--- src/rtl/scaler_cfg_ctrl.sv ---
// scaler_cfg_ctrl
//   Runtime configuration controller for the scaler. It debounces the
//   preset buttons, holds a host-writable preset table, and commits the
//   selected crop window and in/out resolution only at a frame boundary.
//
// Ports
//   clk, rst             clock, asynchronous active-high reset
//   button               raw active-high push buttons, button i selects preset i
//   frame_sync           frame-start strobe, level or pulse; rising edge is used
//   cfg_we/addr/field    host table write: entry, field (0..6, 7 ignored)
//   cfg_wdata            write data; input-side fields take the low bits
//   xBgn..inYRes         active crop window and input resolution
//   outXRes, outYRes     active output resolution
//   active_idx           index of the committed preset
//   cfg_pending          a selection is waiting for frame_sync
//   cfg_applied/cfg_err  one-cycle pulse for an accepted or rejected commit
module scaler_cfg_ctrl #(
  parameter int INPUT_RES_WIDTH  = 11,
  parameter int OUTPUT_RES_WIDTH = 11,
  parameter int NUM_BTN          = 4,
  parameter int NUM_PRESETS      = 4,
  parameter int IDX_W            = 2,
  parameter int DB_CYCLES        = 1000000,
  parameter int DB_W             = 20
) (
  input  logic                        clk,
  input  logic                        rst,
  input  logic [NUM_BTN-1:0]          button,
  input  logic                        frame_sync,
  input  logic                        cfg_we,
  input  logic [IDX_W-1:0]            cfg_addr,
  input  logic [2:0]                  cfg_field,
  input  logic [OUTPUT_RES_WIDTH:0]   cfg_wdata,
  output logic [INPUT_RES_WIDTH-1:0]  xBgn,
  output logic [INPUT_RES_WIDTH-1:0]  xEnd,
  output logic [INPUT_RES_WIDTH-1:0]  yBgn,
  output logic [INPUT_RES_WIDTH-1:0]  inXRes,
  output logic [INPUT_RES_WIDTH-1:0]  inYRes,
  output logic [OUTPUT_RES_WIDTH:0]   outXRes,
  output logic [OUTPUT_RES_WIDTH:0]   outYRes,
  output logic [IDX_W-1:0]            active_idx,
  output logic                        cfg_pending,
  output logic                        cfg_applied,
  output logic                        cfg_err
);

  localparam int IW = INPUT_RES_WIDTH;
  localparam int OW = OUTPUT_RES_WIDTH + 1;
  localparam logic [DB_W-1:0] DB_LAST = DB_W'(DB_CYCLES - 1);

  typedef struct packed {
    logic [IW-1:0] x_bgn;
    logic [IW-1:0] x_end;
    logic [IW-1:0] y_bgn;
    logic [IW-1:0] in_x;
    logic [IW-1:0] in_y;
    logic [OW-1:0] out_x;
    logic [OW-1:0] out_y;
  } preset_t;

  typedef enum logic [1:0] {IDLE, PENDING, APPLY} state_t;

  // Power-on contents of table entry i; entry 0 doubles as the reset
  // value of the active registers.
  function automatic preset_t reset_preset(input int i);
    preset_t p;
    p.x_bgn = '0;
    p.x_end = IW'(1023);
    p.y_bgn = '0;
    p.in_x  = IW'(1024);
    p.in_y  = IW'(768);
    p.out_x = OW'(1024);
    p.out_y = OW'(768);
    if (i == 1) p.x_end = IW'(767);
    if (i == 2) p.x_end = IW'(511);
    if (i == 3) begin
      p.out_x = OW'(512);
      p.out_y = OW'(384);
    end
    return p;
  endfunction

  logic [NUM_BTN-1:0] btn_meta, btn_sync;
  logic [NUM_BTN-1:0] db_level, press;
  logic [DB_W-1:0]    db_cnt [NUM_BTN];
  logic               press_any;
  logic [IDX_W-1:0]   press_idx;
  logic               fs_d, fs_rise;
  logic               wr_ok;
  preset_t            tbl [NUM_PRESETS];
  preset_t            sel, active;
  logic               sel_valid;
  state_t             state, state_nx;
  logic [IDX_W-1:0]   req_idx, req_nx;

  // Two-flop synchroniser for the asynchronous buttons.
  always_ff @(posedge clk or posedge rst) begin
    if (rst) begin
      btn_meta <= '0;
      btn_sync <= '0;
    end else begin
      btn_meta <= button;
      btn_sync <= btn_meta;
    end
  end

  // Debounce: the level follows the input only after DB_CYCLES consecutive
  // differing samples; any sample that agrees with the level reloads the
  // counter. A 0->1 level change produces a one-cycle press pulse.
  always_ff @(posedge clk or posedge rst) begin
    if (rst) begin
      db_level <= '0;
      press    <= '0;
      for (int i = 0; i < NUM_BTN; i++) db_cnt[i] <= '0;
    end else begin
      press <= '0;
      for (int i = 0; i < NUM_BTN; i++) begin
        if (btn_sync[i] != db_level[i]) begin
          if (db_cnt[i] == DB_LAST) begin
            db_level[i] <= btn_sync[i];
            press[i]    <= btn_sync[i];
            db_cnt[i]   <= '0;
          end else begin
            db_cnt[i] <= db_cnt[i] + 1'b1;
          end
        end else begin
          db_cnt[i] <= '0;
        end
      end
    end
  end

  // Simultaneous presses resolve to the lowest button index.
  always_comb begin
    press_any = |press;
    press_idx = '0;
    for (int i = NUM_BTN - 1; i >= 0; i--)
      if (press[i]) press_idx = IDX_W'(i);
  end

  // frame_sync may be a level, so only its rising edge starts a commit.
  always_ff @(posedge clk or posedge rst) begin
    if (rst) fs_d <= 1'b0;
    else     fs_d <= frame_sync;
  end
  assign fs_rise = frame_sync & ~fs_d;

  assign wr_ok = cfg_we && (int'(cfg_addr) < NUM_PRESETS) && (cfg_field != 3'd7);

  // Preset table. Being non-blocking, a write in the APPLY cycle is not
  // seen by that commit.
  always_ff @(posedge clk or posedge rst) begin
    if (rst) begin
      for (int i = 0; i < NUM_PRESETS; i++) tbl[i] <= reset_preset(i);
    end else if (wr_ok) begin
      case (cfg_field)
        3'd0:    tbl[cfg_addr].x_bgn <= cfg_wdata[IW-1:0];
        3'd1:    tbl[cfg_addr].x_end <= cfg_wdata[IW-1:0];
        3'd2:    tbl[cfg_addr].y_bgn <= cfg_wdata[IW-1:0];
        3'd3:    tbl[cfg_addr].in_x  <= cfg_wdata[IW-1:0];
        3'd4:    tbl[cfg_addr].in_y  <= cfg_wdata[IW-1:0];
        3'd5:    tbl[cfg_addr].out_x <= cfg_wdata;
        3'd6:    tbl[cfg_addr].out_y <= cfg_wdata;
        default: ;
      endcase
    end
  end

  always_ff @(posedge clk or posedge rst) begin
    if (rst) begin
      state   <= IDLE;
      req_idx <= '0;
    end else begin
      state   <= state_nx;
      req_idx <= req_nx;
    end
  end

  // Next-state logic. Rewriting the live entry while idle re-arms a commit
  // of that same entry so the scaler picks up the change at the next frame.
  always_comb begin
    state_nx = state;
    req_nx   = req_idx;
    case (state)
      IDLE: begin
        if (press_any) begin
          state_nx = PENDING;
          req_nx   = press_idx;
        end else if (wr_ok && cfg_addr == active_idx) begin
          state_nx = PENDING;
          req_nx   = active_idx;
        end
      end
      PENDING: begin
        if (press_any) req_nx = press_idx;
        if (fs_rise)   state_nx = APPLY;
      end
      APPLY:   state_nx = IDLE;
      default: state_nx = IDLE;
    endcase
  end

  assign sel       = tbl[req_idx];
  assign sel_valid = (sel.x_end > sel.x_bgn) && (sel.in_x != '0) && (sel.in_y != '0)
                     && (sel.out_x != '0) && (sel.out_y != '0);

  // Active registers and status pulses change together on the edge that
  // leaves APPLY, keeping the scaler inputs glitch-free.
  always_ff @(posedge clk or posedge rst) begin
    if (rst) begin
      active      <= reset_preset(0);
      active_idx  <= '0;
      cfg_applied <= 1'b0;
      cfg_err     <= 1'b0;
    end else begin
      cfg_applied <= 1'b0;
      cfg_err     <= 1'b0;
      if (state == APPLY) begin
        if (sel_valid) begin
          active      <= sel;
          active_idx  <= req_idx;
          cfg_applied <= 1'b1;
        end else begin
          cfg_err <= 1'b1;
        end
      end
    end
  end

  assign xBgn        = active.x_bgn;
  assign xEnd        = active.x_end;
  assign yBgn        = active.y_bgn;
  assign inXRes      = active.in_x;
  assign inYRes      = active.in_y;
  assign outXRes     = active.out_x;
  assign outYRes     = active.out_y;
  assign cfg_pending = (state == PENDING);

endmodule

--- config.mk ---
export PLATFORM = sky130hd
export DESIGN_NAME = scaler_cfg_ctrl
export DESIGN_NICKNAME = d
export VERILOG_FILES = /design/src/rtl/scaler_cfg_ctrl.sv
export SDC_FILE = /design/constraint.sdc
export NUM_CORES = 1
export LEC_CHECK = 0
export ABC_AREA = 1
export BUFFER_PORTS_ARGS = -buffer_cell sky130_fd_sc_hd__buf_4
export CAP_MARGIN = 20
export CORE_MARGIN = 2
export CORE_UTILIZATION = 45
export DETAILED_ROUTE_END_ITERATION = 7
export SYNTH_ARGS = -nofsm -noshare
export SYNTH_HDL_FRONTEND = slang
export SYNTH_SLANG_ARGS = --single-unit
--- constraint.sdc ---
create_clock -name clk -period 22.2 [get_ports clk]
set_clock_uncertainty 0.05 [all_clocks]
set_input_delay 4.44 -clock clk [delete_from_list [all_inputs] [get_ports clk]]
set_output_delay 4.44 -clock clk [all_outputs]
set_load 0.005 [all_outputs]
==> results.yml <==
run_status:
  outcome: "completed"
final_layout:
  syn_to_final_growth_pct: 12.60
  layout.filler_cells: 4924
  num-nets-final: 2858
  post_route_cells_drive_above_1_share_pct: 11.22
  antenna_cells_inserted: 0
sta:
  timing_hold_violations_final: 0
  maxSlewHeadroom_pct: 16.86
  slew_violations: 0
  worstMarginPinSlew_ns: 1.242
  grt_setup_unrepaired: "no"
  final_ws_setup_ns: 15.04
  final-setup-viol-count: 0
  hold_ws_ns: 0.2978
  timing.final.crit_share_pct: 32.23
  finalCriticalPeriod_ns: 7.156
  setup_tns_after_final_layout_ns: 0
  clock.fmax_mhz: 139.7
clock_network:
  cts_root_buffer: "clkbuf_16"
  tritoncts.num_buffers: 55
  cts.repair_timing.setup_buffer_count: 0
  worstSkewPairLatency_ns: 0.62
  tritoncts: "built"
  post_cts_resize_count: 0
  path_clk_slew_ns: 0.06
  cts_hold_repair.buffers: 0
  cts_max_level: 2
  tritoncts_sinks: 500
  clock_tree.buffer_depth: 3
setup_path:
  timing_worst_setup_path_type: "in -> async"
  critical_path_peak_fanout: 166
  critical-path-top-cell-by-count: "buf_4"
  critPathLaunchType: "input pin"
  setup.worst_path.end_class: "asynchronous set/reset pin"
  regToRegStartpoint: "req_idx[0]"
  cp.required_ns: 22.80
  cp.arrival_ns: 7.75
  cp_top_family: "buffers and inverters"
  number_of_cells_on_the_critical_path: 5
  cp_num_buf_inv: 5
  cpPeakStageDelay_ns: 0.88
  r2r_cells: 17
  crit_path_cell_trace: "buf_4 > inv_8 > buf_12 > buf_4 > buf_4"
  worstSetupStartpoint: "rst"
  regToRegSetupSlack_ns: 16.34
  critical-path-slowest-cell: "buf_4"
  rr_endpoint: "xBgn[8]"
route:
  detail_route.vias_per_cell: 5.543
  dr_pass1_iterations: 6
  drt-initial-drc-count: 2021
  wire_per_inst_um: 19.62
  vias: 19634
  detail-route-antenna-nets: 0
  detail_route.drc_violations: 0
  routed_wirelength_mm: 69.48
pwr:
  static-leakage-power_nw: 13.04
  ir_worst_vdd_v: 0.00006129
  power_density_nw_per_um2: 102.0
hold_path:
  hp-class: "reg -> reg"
  worst_hold_startpoint: "btn_meta[2]"
floorplanning:
  design.die.area_um2: 53960
  num_io_pins: 109
  floorplan.core_area_um2: 51410
  floorplan.initialDensity_pct: 45.62
  die_h_um: 232.3
  fp-row-count: 83
  die_w_um: 232.3
synthesis:
  synth_compound_area_share_pct: 14.83
  xor_and_xnor_area_share_after_synthesis_pct: 1.456
  synthFlopType: "dfrtp_1"
  synth-edff-count: 0
  area_of_the_mapped_netlist_um2: 23450
  synthMuxAreaShare_pct: 0
  most_instantiated_library_cell_after_synthesis: "nand2_1"
  synthesis.yosys.warnings: 0
  synth.ff_latch_count: 500
  net_count_of_the_mapped_netlist: 2829
  synth_top_cell_area_share_pct: 45.03
  dominant_combinational_cell_family_by_area_after_synthesis: "simple AND/OR/NAND/NOR gates"
  netlist_top_cells_area: "dfrtp_1 (45%), nand2_1 (9.4%), dfstp_2 (8.7%)"
  synthArstFlopShare_pct: 100.0
  postSynthAreaPerCell_um2: 8.409
  post_synth_adder_cell_area_pct: 0.8003
  gate_count_of_the_mapped_netlist: 2789
  synth_largest_area_cell: "dfrtp_1"
  ys_types: 42
  post_synth_and_or_nand_nor_area_fraction_pct: 20.23
  ys_seq_area_share_pct: 53.77
  synth_commonest_cells: "nand2_1 (586), dfrtp_1 (422), a21oi_1 (365), inv_1 (332), nor2_1 (250)"
global_routing:
  antenna_violations_before_repair: 1
  first_global_vias: 18475
  grt_remaining_overflow: 0
  groute.usage.overall_pct: 25.81
  grt_pass1_wl_mm: 107.5
  pin_count_of_the_biggest_net_entering_global_routing: 167
place:
  preCtsSetupSlack_ns: 14.27
  gp_congestion: 0.8654
  buffer_ports.inserted: 108
  detailed_place_hpwl_mm: 43.63
run:
  cap_viol_max_count: 0
-- cell type report --
type,instances,area (um2),area share [%]
Clock buffer,93,1679,6.358
Clock inverter,8,51.30,0.1943
Inverter,337,1276,4.833
Multi-Input combinational cell,1781,8815,33.38
Sequential cell,500,12610,47.77
Tap cell,680,850.8,3.222
Timing Repair Buffer,143,1121,4.245
-- layer usage --
metal | share of wire (%) | up-vias | global-route usage [%]
met2 | 45 | 728 | 39.86
met5 | 0.019 | - | 0
met1 | 43 | 9512 | 36.27
li1 | - | 9248 | -
met4 | 3.9 | 2 | 9.535
met3 | 7.6 | 144 | 4.715
-- cells by family after synthesis --
group,after synthesis
adder cells (fa/ha/maj),15
AND/OR/NAND/NOR,1122
AO/OA/AOI/OAI,605
buffers and inverters,508
XOR/XNOR,39
flip-flops,500
-- through the flow --
stage,utilization [%],cells,total power [mW],cell area [um2]
finish,51.37,3542,2.693,26410
global route,51.37,3542,2.854,26410
CTS,51.27,3538,2.717,26360
detailed placement,47.91,3437,1.827,24630
global placement,47.82,3433,1.808,24580
floorplan,-,2789,1.588,23450
-- placed cells by master (no fill, tap or decap), types with 9 or more instances in the layout --
master	count
inv_1	331
nand4_1	104
a22oi_1	136
o21ai_0	53
a31oi_1	24
buf_4	135
ha_1	15
nand2_1	586
xor2_1	32
a21oi_1	365
clkbuf_8	16
clkbuf_16	55
dfrtp_1	420
clkbuf_1	22
nor3_1	33
nor2_1	241
nor4_1	9
a32oi_1	11
dfstp_2	78
nand3_1	126
-- worst min path at each step --
stage                       end  slack [ns]  cells past startpoint
floorplan           btn_sync[0]        0.28                      0
global placement    btn_sync[2]        0.29                      0
detailed placement  btn_sync[2]        0.29                      0
CTS                 btn_sync[2]        0.30                      0
global route        btn_sync[2]        0.31                      0
finish              btn_sync[2]        0.30                      0
-- where the power goes --
| part | switching [mW] | internal [mW] |
|---|---|---|
| combinational | 0.332 | 0.236 |
| clock | 0.371 | 0.511 |
| sequential | 0.110 | 1.13 |
-- worst register-to-register path: stages, from the launching register on --
cell and delay (ns):
dfrtp_4 0.72, inv_4 0.85, buf_4 0.92, a21oi_1 0.17, a21oi_1 0.56, ha_1 0.26
nand2_1 0.07, nor2_1 0.17, and2_1 0.15, nand2_1 0.05, nand3_1 0.06, nand2_1 0.16
inv_1 0.20, nand2_1 0.14, nor2_4 0.13, nand3_4 0.71, nand2_1 0.31, nand2_1 0.08
Note: power is estimated with default switching activity, not from simulation.
